--- config.mk ---
export PLATFORM = sky130hd
export DESIGN_NAME = mem_access_unit
export DESIGN_NICKNAME = d
export VERILOG_FILES = /design/src/rtl/mem_access_unit.sv
export SDC_FILE = /design/constraint.sdc
export NUM_CORES = 1
export LEC_CHECK = 0
export ABC_CLOCK_PERIOD_IN_PS = 3800
export CAP_MARGIN = 20
export CORE_UTILIZATION = 50
export CTS_BUF_LIST = sky130_fd_sc_hd__clkbuf_8
export CTS_CLUSTER_DIAMETER = 50
export DETAILED_ROUTE_END_ITERATION = 10
export GPL_ROUTABILITY_DRIVEN = 0
export HOLD_SLACK_MARGIN = 0.05
export PLACE_DENSITY = 0.95
export SLEW_MARGIN = 20
export SYNTH_ARGS = -nofsm -noshare
export SYNTH_HDL_FRONTEND = slang
export SYNTH_SLANG_ARGS = --single-unit
--- constraint.sdc ---
create_clock -name clk -period 3.8 [get_ports clk]
set_clock_uncertainty 0.2 [all_clocks]
set_input_delay 0.76 -clock clk [delete_from_list [all_inputs] [get_ports clk]]
set_output_delay 0.76 -clock clk [all_outputs]
set_load 0.02 [all_outputs]
--- src/rtl/mem_access_unit.sv ---
// Load/store unit between a core request port and a byte-addressed SRAM that moves 4 bytes per access.
// Sub-word stores are read-modify-write so that the neighbouring bytes are written back unchanged.
module mem_access_unit #(
  parameter int ADDR_W = 16,
  parameter int DATA_W = 32
) (
  input  logic              clk,
  input  logic              rst,
  input  logic              req_valid,
  output logic              req_ready,
  input  logic              req_we,
  input  logic [1:0]        req_size,
  input  logic              req_unsigned,
  input  logic [ADDR_W-1:0] req_addr,
  input  logic [DATA_W-1:0] req_wdata,
  output logic              resp_valid,
  output logic [DATA_W-1:0] resp_rdata,
  output logic              resp_err,
  output logic              mem_enable,
  output logic              mem_wr,
  output logic [ADDR_W-1:0] mem_addr,
  output logic [DATA_W-1:0] mem_wdata,
  input  logic [DATA_W-1:0] mem_rdata
);
  localparam logic [1:0] SZ_BYTE = 2'b00;
  localparam logic [1:0] SZ_HALF = 2'b01;
  localparam logic [1:0] SZ_WORD = 2'b10;

  typedef enum logic [2:0] {IDLE, RD, RD_CAP, RMW_RD, RMW_CAP, WR, RESP} state_t;

  state_t              state_q, state_d;
  logic [ADDR_W-1:0]   addr_q, addr_d;
  logic [1:0]          size_q, size_d;
  logic                we_q, we_d;
  logic                uns_q, uns_d;
  logic [DATA_W-1:0]   wdata_q, wdata_d;
  logic                resp_valid_q, resp_valid_d;
  logic                resp_err_q, resp_err_d;
  logic [DATA_W-1:0]   resp_rdata_q, resp_rdata_d;
  logic                mem_en_q, mem_en_d;
  logic                mem_wr_q, mem_wr_d;
  logic [ADDR_W-1:0]   mem_addr_q, mem_addr_d;
  logic [DATA_W-1:0]   mem_wdata_q, mem_wdata_d;

  logic                req_bad;
  logic [DATA_W-1:0]   lane_mask;
  logic                ld_sign;
  logic [DATA_W-1:0]   ld_ext;
  logic [DATA_W-1:0]   st_merge;

  assign req_bad = (req_size == 2'b11) ||
                   ((req_size == SZ_HALF) && req_addr[0]) ||
                   ((req_size == SZ_WORD) && (req_addr[1:0] != 2'b00));

  // The addressed bytes always sit in the low lanes of the SRAM word.
  always_comb begin
    case (size_q)
      SZ_BYTE: lane_mask = DATA_W'(8'hFF);
      SZ_HALF: lane_mask = DATA_W'(16'hFFFF);
      default: lane_mask = '1;
    endcase
  end

  assign ld_sign  = (size_q == SZ_BYTE) ? mem_rdata[7] : mem_rdata[15];
  assign ld_ext   = (mem_rdata & lane_mask) | ((ld_sign && !uns_q) ? ~lane_mask : '0);
  assign st_merge = (mem_rdata & ~lane_mask) | (wdata_q & lane_mask);

  always_comb begin
    state_d      = state_q;
    addr_d       = addr_q;
    size_d       = size_q;
    we_d         = we_q;
    uns_d        = uns_q;
    wdata_d      = wdata_q;
    resp_valid_d = 1'b0;
    resp_err_d   = resp_err_q;
    resp_rdata_d = resp_rdata_q;
    mem_en_d     = 1'b0;
    mem_wr_d     = 1'b0;
    mem_addr_d   = '0;
    mem_wdata_d  = '0;
    case (state_q)
      IDLE: begin
        if (req_valid) begin
          addr_d  = req_addr;
          size_d  = req_size;
          we_d    = req_we;
          uns_d   = req_unsigned;
          wdata_d = req_wdata;
          if (req_bad) begin
            state_d      = RESP;
            resp_valid_d = 1'b1;
            resp_err_d   = 1'b1;
            resp_rdata_d = '0;
          end else if (!req_we) begin
            state_d    = RD;
            mem_en_d   = 1'b1;
            mem_addr_d = req_addr;
          end else if (req_size == SZ_WORD) begin
            state_d     = WR;
            mem_en_d    = 1'b1;
            mem_wr_d    = 1'b1;
            mem_addr_d  = req_addr;
            mem_wdata_d = req_wdata;
          end else begin
            state_d    = RMW_RD;
            mem_en_d   = 1'b1;
            mem_addr_d = req_addr;
          end
        end
      end
      RD:     state_d = RD_CAP;
      RMW_RD: state_d = RMW_CAP;
      RMW_CAP: begin
        state_d     = WR;
        mem_en_d    = 1'b1;
        mem_wr_d    = 1'b1;
        mem_addr_d  = addr_q;
        mem_wdata_d = st_merge;
      end
      // Stores complete with zero data so resp_rdata never leaks a stale load.
      RD_CAP, WR: begin
        state_d      = RESP;
        resp_valid_d = 1'b1;
        resp_err_d   = 1'b0;
        resp_rdata_d = we_q ? '0 : ld_ext;
      end
      RESP:    state_d = IDLE;
      default: state_d = IDLE;
    endcase
  end

  always_ff @(posedge clk) begin
    if (rst) begin
      state_q      <= IDLE;
      addr_q       <= '0;
      size_q       <= '0;
      we_q         <= 1'b0;
      uns_q        <= 1'b0;
      wdata_q      <= '0;
      resp_valid_q <= 1'b0;
      resp_err_q   <= 1'b0;
      resp_rdata_q <= '0;
      mem_en_q     <= 1'b0;
      mem_wr_q     <= 1'b0;
      mem_addr_q   <= '0;
      mem_wdata_q  <= '0;
    end else begin
      state_q      <= state_d;
      addr_q       <= addr_d;
      size_q       <= size_d;
      we_q         <= we_d;
      uns_q        <= uns_d;
      wdata_q      <= wdata_d;
      resp_valid_q <= resp_valid_d;
      resp_err_q   <= resp_err_d;
      resp_rdata_q <= resp_rdata_d;
      mem_en_q     <= mem_en_d;
      mem_wr_q     <= mem_wr_d;
      mem_addr_q   <= mem_addr_d;
      mem_wdata_q  <= mem_wdata_d;
    end
  end

  // Gating with rst keeps an in-flight write from reaching the SRAM during the reset cycle.
  assign mem_enable = mem_en_q && !rst;
  assign mem_wr     = mem_wr_q && !rst;
  assign mem_addr   = mem_addr_q;
  assign mem_wdata  = mem_wdata_q;
  assign req_ready  = (state_q == IDLE);
  assign resp_valid = resp_valid_q;
  assign resp_err   = resp_err_q;
  assign resp_rdata = resp_rdata_q;

endmodule

==> Word level (Yosys, flattened, before mapping) <==
Cells that the tools add are included.
{ "word_totals": {"out_inout_bits": 85, "register_bits": 139, "latch_bits": 0, "romBits": 0, "mem_bits_rw": 0, "mem_count": 0} }
{ "op_classes": {"n_eq_ne": 11, "addsub": 0, "n_mux": 34, "bitwise": 6, "n_lt_le_gt_ge": 0, "n_shift": 0, "div_mod_pow": 0, "n_mul": 0, "reduce_logical": 16} }
{ "op_table": {"columns": ["op", "n"], "rows": [
  ["two-way mux 32 bit", 8],
  ["case mux 32 bit (2 select lines)", 3],
  ["AND 32 bit", 3],
  ["bitwise OR 32 bit", 2],
  ["two-way mux 16 bit", 2],
  ["inverter 32 bit", 1],
  ["case mux 16 bit (2 select lines)", 1],
  ["case mux 3 bit (5 select lines)", 1],
  ["two-way mux 3 bit", 4],
  ["two-way mux 1 bit", 11],
  ["case mux 1 bit (2 select lines)", 4],
  ["equality test 3 x 2 -> 1 bit (second input constant)", 2],
  ["equality test 3 bit (second input constant)", 2],
  ["logical AND 1 bit", 5],
  ["equality test 2 x 1 -> 1 bit (second input constant)", 2],
  ["equality test 2 bit (second input constant)", 2],
  ["nonzero test 2 bit", 2],
  ["equality test 3 x 1 -> 1 bit (second input constant)", 1],
  ["zero test 3 bit", 1],
  ["AND reduction 3 bit", 1],
  ["zero test 1 bit", 2],
  ["zero test 2 bit", 1],
  ["logical OR 1 bit", 2],
  ["!= test 2 x 1 -> 1 bit (second input constant)", 1],
  ["other kinds (3)", 3]
]} }

==> Depth between registers and ports, before layout <==
{ "depth": {"depth_word": 7, "ltp_mapped": 7, "ltp_nobuf": 4} }

==> Worst setup path before layout <==
No wires, ideal clock.
{ "synth_path": {"path_type": "input-to-output", "from": "input rst", "to": "output mem_enable", "n_path_buf": 2, "required_time_ns": 2.840, "setup_slack_ns": 1.425, "arrival_time_ns": 1.415, "cell_stages": 3, "path_cell_list": "buf_2 -> clkbuf_1 -> nor2b_1"} }
{ "synth_between": {"elab_chain_cells": 2} }
{ "synth_rtl": {"columns": ["item", "line", "text"], "rows": [
  ["start, declared", "8", "input logic rst,"],
  ["zero test 1 bit", "166", "assign mem_enable = mem_en_q && !rst;"],
  ["logical AND 1 bit", "166", null],
  ["end, declared", "19", "output logic mem_enable,"]
]} }
No other way between the ends.

==> Worst setup path after layout <==
{ "layout_path": {"from": "input rst", "to": "output mem_wr"} }
{ "layout_between": {"elab_chain_cells": 2} }
{ "layout_rtl": {"columns": ["item", "line", "text"], "rows": [
  ["zero test 1 bit", "167", "assign mem_wr = mem_wr_q && !rst;"],
  ["logical AND 1 bit", "167", null],
  ["end, declared", "20", "output logic mem_wr,"]
]} }
No other way between the ends.

==> results.txt <==
The number of global-route vias before repair came out at 4,837. For this design the ratio of total power to cell area is 487.8 nW/µm². From bottom edge to top edge, the die measures 104.2 µm. 172 I/O pins were placed.

The flip-flop and latch count after synthesis was 139. The critical register-to-register path startpoint is state_q[0]. The worst setup margin is 852.6 ps.

The fraction of layout cells with a size suffix above 1 came out at 9.655%. The initialized floorplan defines 36 standard-cell rows. 0 antenna diodes ended up in the layout.

Buffers inserted during clock tree synthesis total 17. The die covers 10,850 µm². Count of endpoints failing hold in the final timing report: 0. For the DRC violation total after the first TritonRoute iteration, the log shows 261. The run finished with clean final reports.

Buffers added to address setup during post-CTS repair amount to 0. The area added between synthesis and finish was 40.83%. The pre-antenna-repair detailed-routing pass consisted of 5 iterations. The tools report the worst endpoint data arrival time as 1990 ps.

The clock net in this run drives a total of 139 sinks. The min-delay analysis places its worst path in the category flop to flop. In this run the tightest slew margin relative to its limit is 31.25%. The endpoint identified for the worst register-to-register timing path is resp_rdata[4]. The critical path starts at rst. The worst setup path is launched from a primary input.

Across the VDD grid, the largest voltage drop is 0.3521 mV. Setup repair after global routing left no endpoint under its margin. The run gives 440 ps as the clock insertion delay at the later pin of the skew report. For this configuration, the core starts out at a cell density of 52.43%. Post-CTS repair changed the size of 0 cells.

The mapped netlist covers 5219 µm². The final-report max-slew violation count was 0. Total length of routed wires: 14,890 µm. The tools report the final core area utilization as 73.83%. Sequential elements use 53.32% of the synthesized area. The tools report the library cell used as clock root buffer as clkbuf_8. The number of violations of the max-capacitance limit is 0, and the mean post-synth cell area is 9.188 µm². The wire length of the first global-routing pass was 23,800 µm; the number of nets still failing antenna checks after routing was 0. The worst-path maximum fanout was 34; the count of synthesis-stage warnings from yosys was 0. After the last flow step, the layout net total stands at 799. Summing internal, switching and leakage power gives 3.585 mW. Entering global routing, the biggest net connects 62 pins.

After legalization and detailed placement, the total HPWL measured 9585 µm. The logs give 0 ps for the summed negative setup slack over all endpoints and 4,887 for the via count of the routed design. After clock tree synthesis, the clock-pin slew on the worst setup and hold paths is 70 ps. The tools report the post-synthesis cell type count as 32.

The tools report the remaining global-route overflow as 0. The worst setup path endpoint was mem_wr. The pre-CTS worst setup slack is 731.1 ps. Subtracting the final worst setup slack from the clock period gives 2947 ps. Transition time at the pin with the least slew margin: 1031 ps. The run gives 339.3 MHz as the top achievable clock speed. The logs give 0 for the DRC violation count after routing and 0 for the cts-stage hold buffer count.

The logs give 2840 ps for the worst path required time and 0 for the number of antenna violations at the first check in global routing. The region available for standard cell placement spans 9955 µm². STA classifies the critical path endpoint as an output port. In this run the deepest clock path goes through 2 buffers. Across every metal layer, demand over resource in global routing totals 27.60%. In this run the horizontal extent of the chip is 104.2 µm.

The net count of the mapped netlist was 655; the setup-violating endpoint count in the final report was 0. After detailed routing, the average wire length per cell comes to 17.35 µm. Dividing the final minimum period by the clock period gives 77.56%. In this run the tool buffered the top-level ports with 171 buffer cells. In the routed layout, each cell is associated on average with a via count of 5.696. TritonCTS built the clock tree. Summed over all cells, the static leakage comes to 2.630 nW. The layout filler cell count is 719, and the CTS H-tree depth is 4. Class of the most critical setup path: primary input to output port.

Counting every instance in the synthesized netlist gives 568. Measured in cells, the most critical reg-to-reg path has a length of 5. Across all register-to-register paths, the minimum setup slack is 1530 ps.
[Yosys cell counts]
cell | n | area, µm²
nand2b_1 | 1 | 6.260
o21ai_0 | 4 | 20.02
or2_1 | 1 | 6.260
or4b_1 | 1 | 10.01
nand3b_1 | 1 | 7.510
buf_2 | 20 | 100.1
a32oi_1 | 48 | 420.4
o2bb2ai_1 | 24 | 210.2
clkbuf_1 | 30 | 112.6
o31a_1 | 1 | 8.760
dfxtp_1 | 139 | 2783
a21oi_4 | 1 | 16.27
and3b_1 | 1 | 8.760
inv_1 | 2 | 7.510
buf_1 | 1 | 3.750
buf_6 | 1 | 11.26
a21oi_1 | 55 | 275.3
and2_1 | 3 | 18.77
mux2_2 | 25 | 281.5
nor2_1 | 65 | 244.0
o21a_1 | 1 | 7.510
mux2i_1 | 1 | 10.01
nand2_1 | 105 | 394.1
o21ai_1 | 1 | 5.000
nor2b_1 | 19 | 118.9
nor3_2 | 1 | 10.01
a22o_1 | 8 | 70.07
a21bo_2 | 1 | 10.01
a211oi_1 | 1 | 7.510
nor3b_1 | 1 | 7.510
or3_1 | 1 | 6.260
nor3_1 | 4 | 20.02
[power breakdown]
group	leakage, nW	internal (mW)	switching, mW
combinational	1.27	0.324	0.418
sequential	1.13	1.57	0.0636
clock	0.227	0.686	0.523
[stage by stage]
step,hold slack (ps),cells,instance area [µm²]
after floorplan,232.9,568,5219
after global placement,239.3,826,6938
after detailed placement,243.9,826,6942
after CTS,253.0,858,7347
after global routing,271.2,858,7350
final,252.6,858,7350
[layer usage]
metal | GRT usage (%) | part of all wire (%) | up-vias
met1 | 30.96 | 40 | 2345
met3 | 7.080 | 6.9 | 32
met2 | 48.86 | 51 | 230
met5 | 0 | 0 | -
met4 | 12.76 | 2.4 | 0
li1 | - | - | 2280
[logic make-up (layout without fill, tap and decap cells)]
family	after synthesis	count (layout)	share of synthesized area (%)
AND/OR/NAND/NOR	204	204	16.45
buffers and inverters	54	211	4.507
multiplexers	26	26	5.586
AO/OA/AOI/OAI	145	145	20.14
flip-flops	139	139	53.32
[how the worst min path moves through the flow]
stage / start / to / slack (ps) / cells after the start
finish: wdata_q[9] / wdata_q[9] / 250 / 2
global route: wdata_q[9] / wdata_q[9] / 270 / 2
CTS: wdata_q[9] / wdata_q[9] / 250 / 2
detailed placement: wdata_q[9] / wdata_q[9] / 240 / 2
global placement: wdata_q[30] / wdata_q[30] / 240 / 2
floorplan: wdata_q[16] / wdata_q[16] / 230 / 2
[layout make-up]
type / count / area (µm²) / share of cell area (%)
clock inverter: 12 / 130.1 / 1.771
sequential: 139 / 2783 / 37.86
timing repair buffer: 177 / 1764 / 24.00
inverter: 2 / 7.507 / 0.1021
tap: 133 / 166.4 / 2.264
clock buffer: 20 / 275.3 / 3.745
multi-input combinational: 375 / 2223 / 30.25
[flip-flops by register name (all words and copies together) (netlist names)]
name	cells
state_q	3
mem_en_q	1
resp_rdata	32
mem_wr_q	1
mem_addr	16
mem_wdata	32
resp_err	1
we_q	1
wdata_q	32
uns_q	1
addr_q	16
size_q	2
resp_valid	1
[critical path: stages]
cell             delay (ps)
buf_2                   550
nor2b_1                 100
clkdlybuf4s50_1         570
[cells in the final DEF, fill, tap and decap left out, types with 3 or more instances in the layout]
master and instances:
clkdlybuf4s50_1 170, dfxtp_1 139, nand2_1 105, nor2_1 64, a21oi_1 55, a32oi_1 48
mux2_2 25, o2bb2ai_1 24, clkbuf_8 20, nor2b_1 19, a22o_1 8, inv_1 6
clkinv_2 5, buf_4 5, o21ai_0 4, nor3_1 3, bufinv_16 3
No activity file was read; power rests on OpenSTA's default activity.
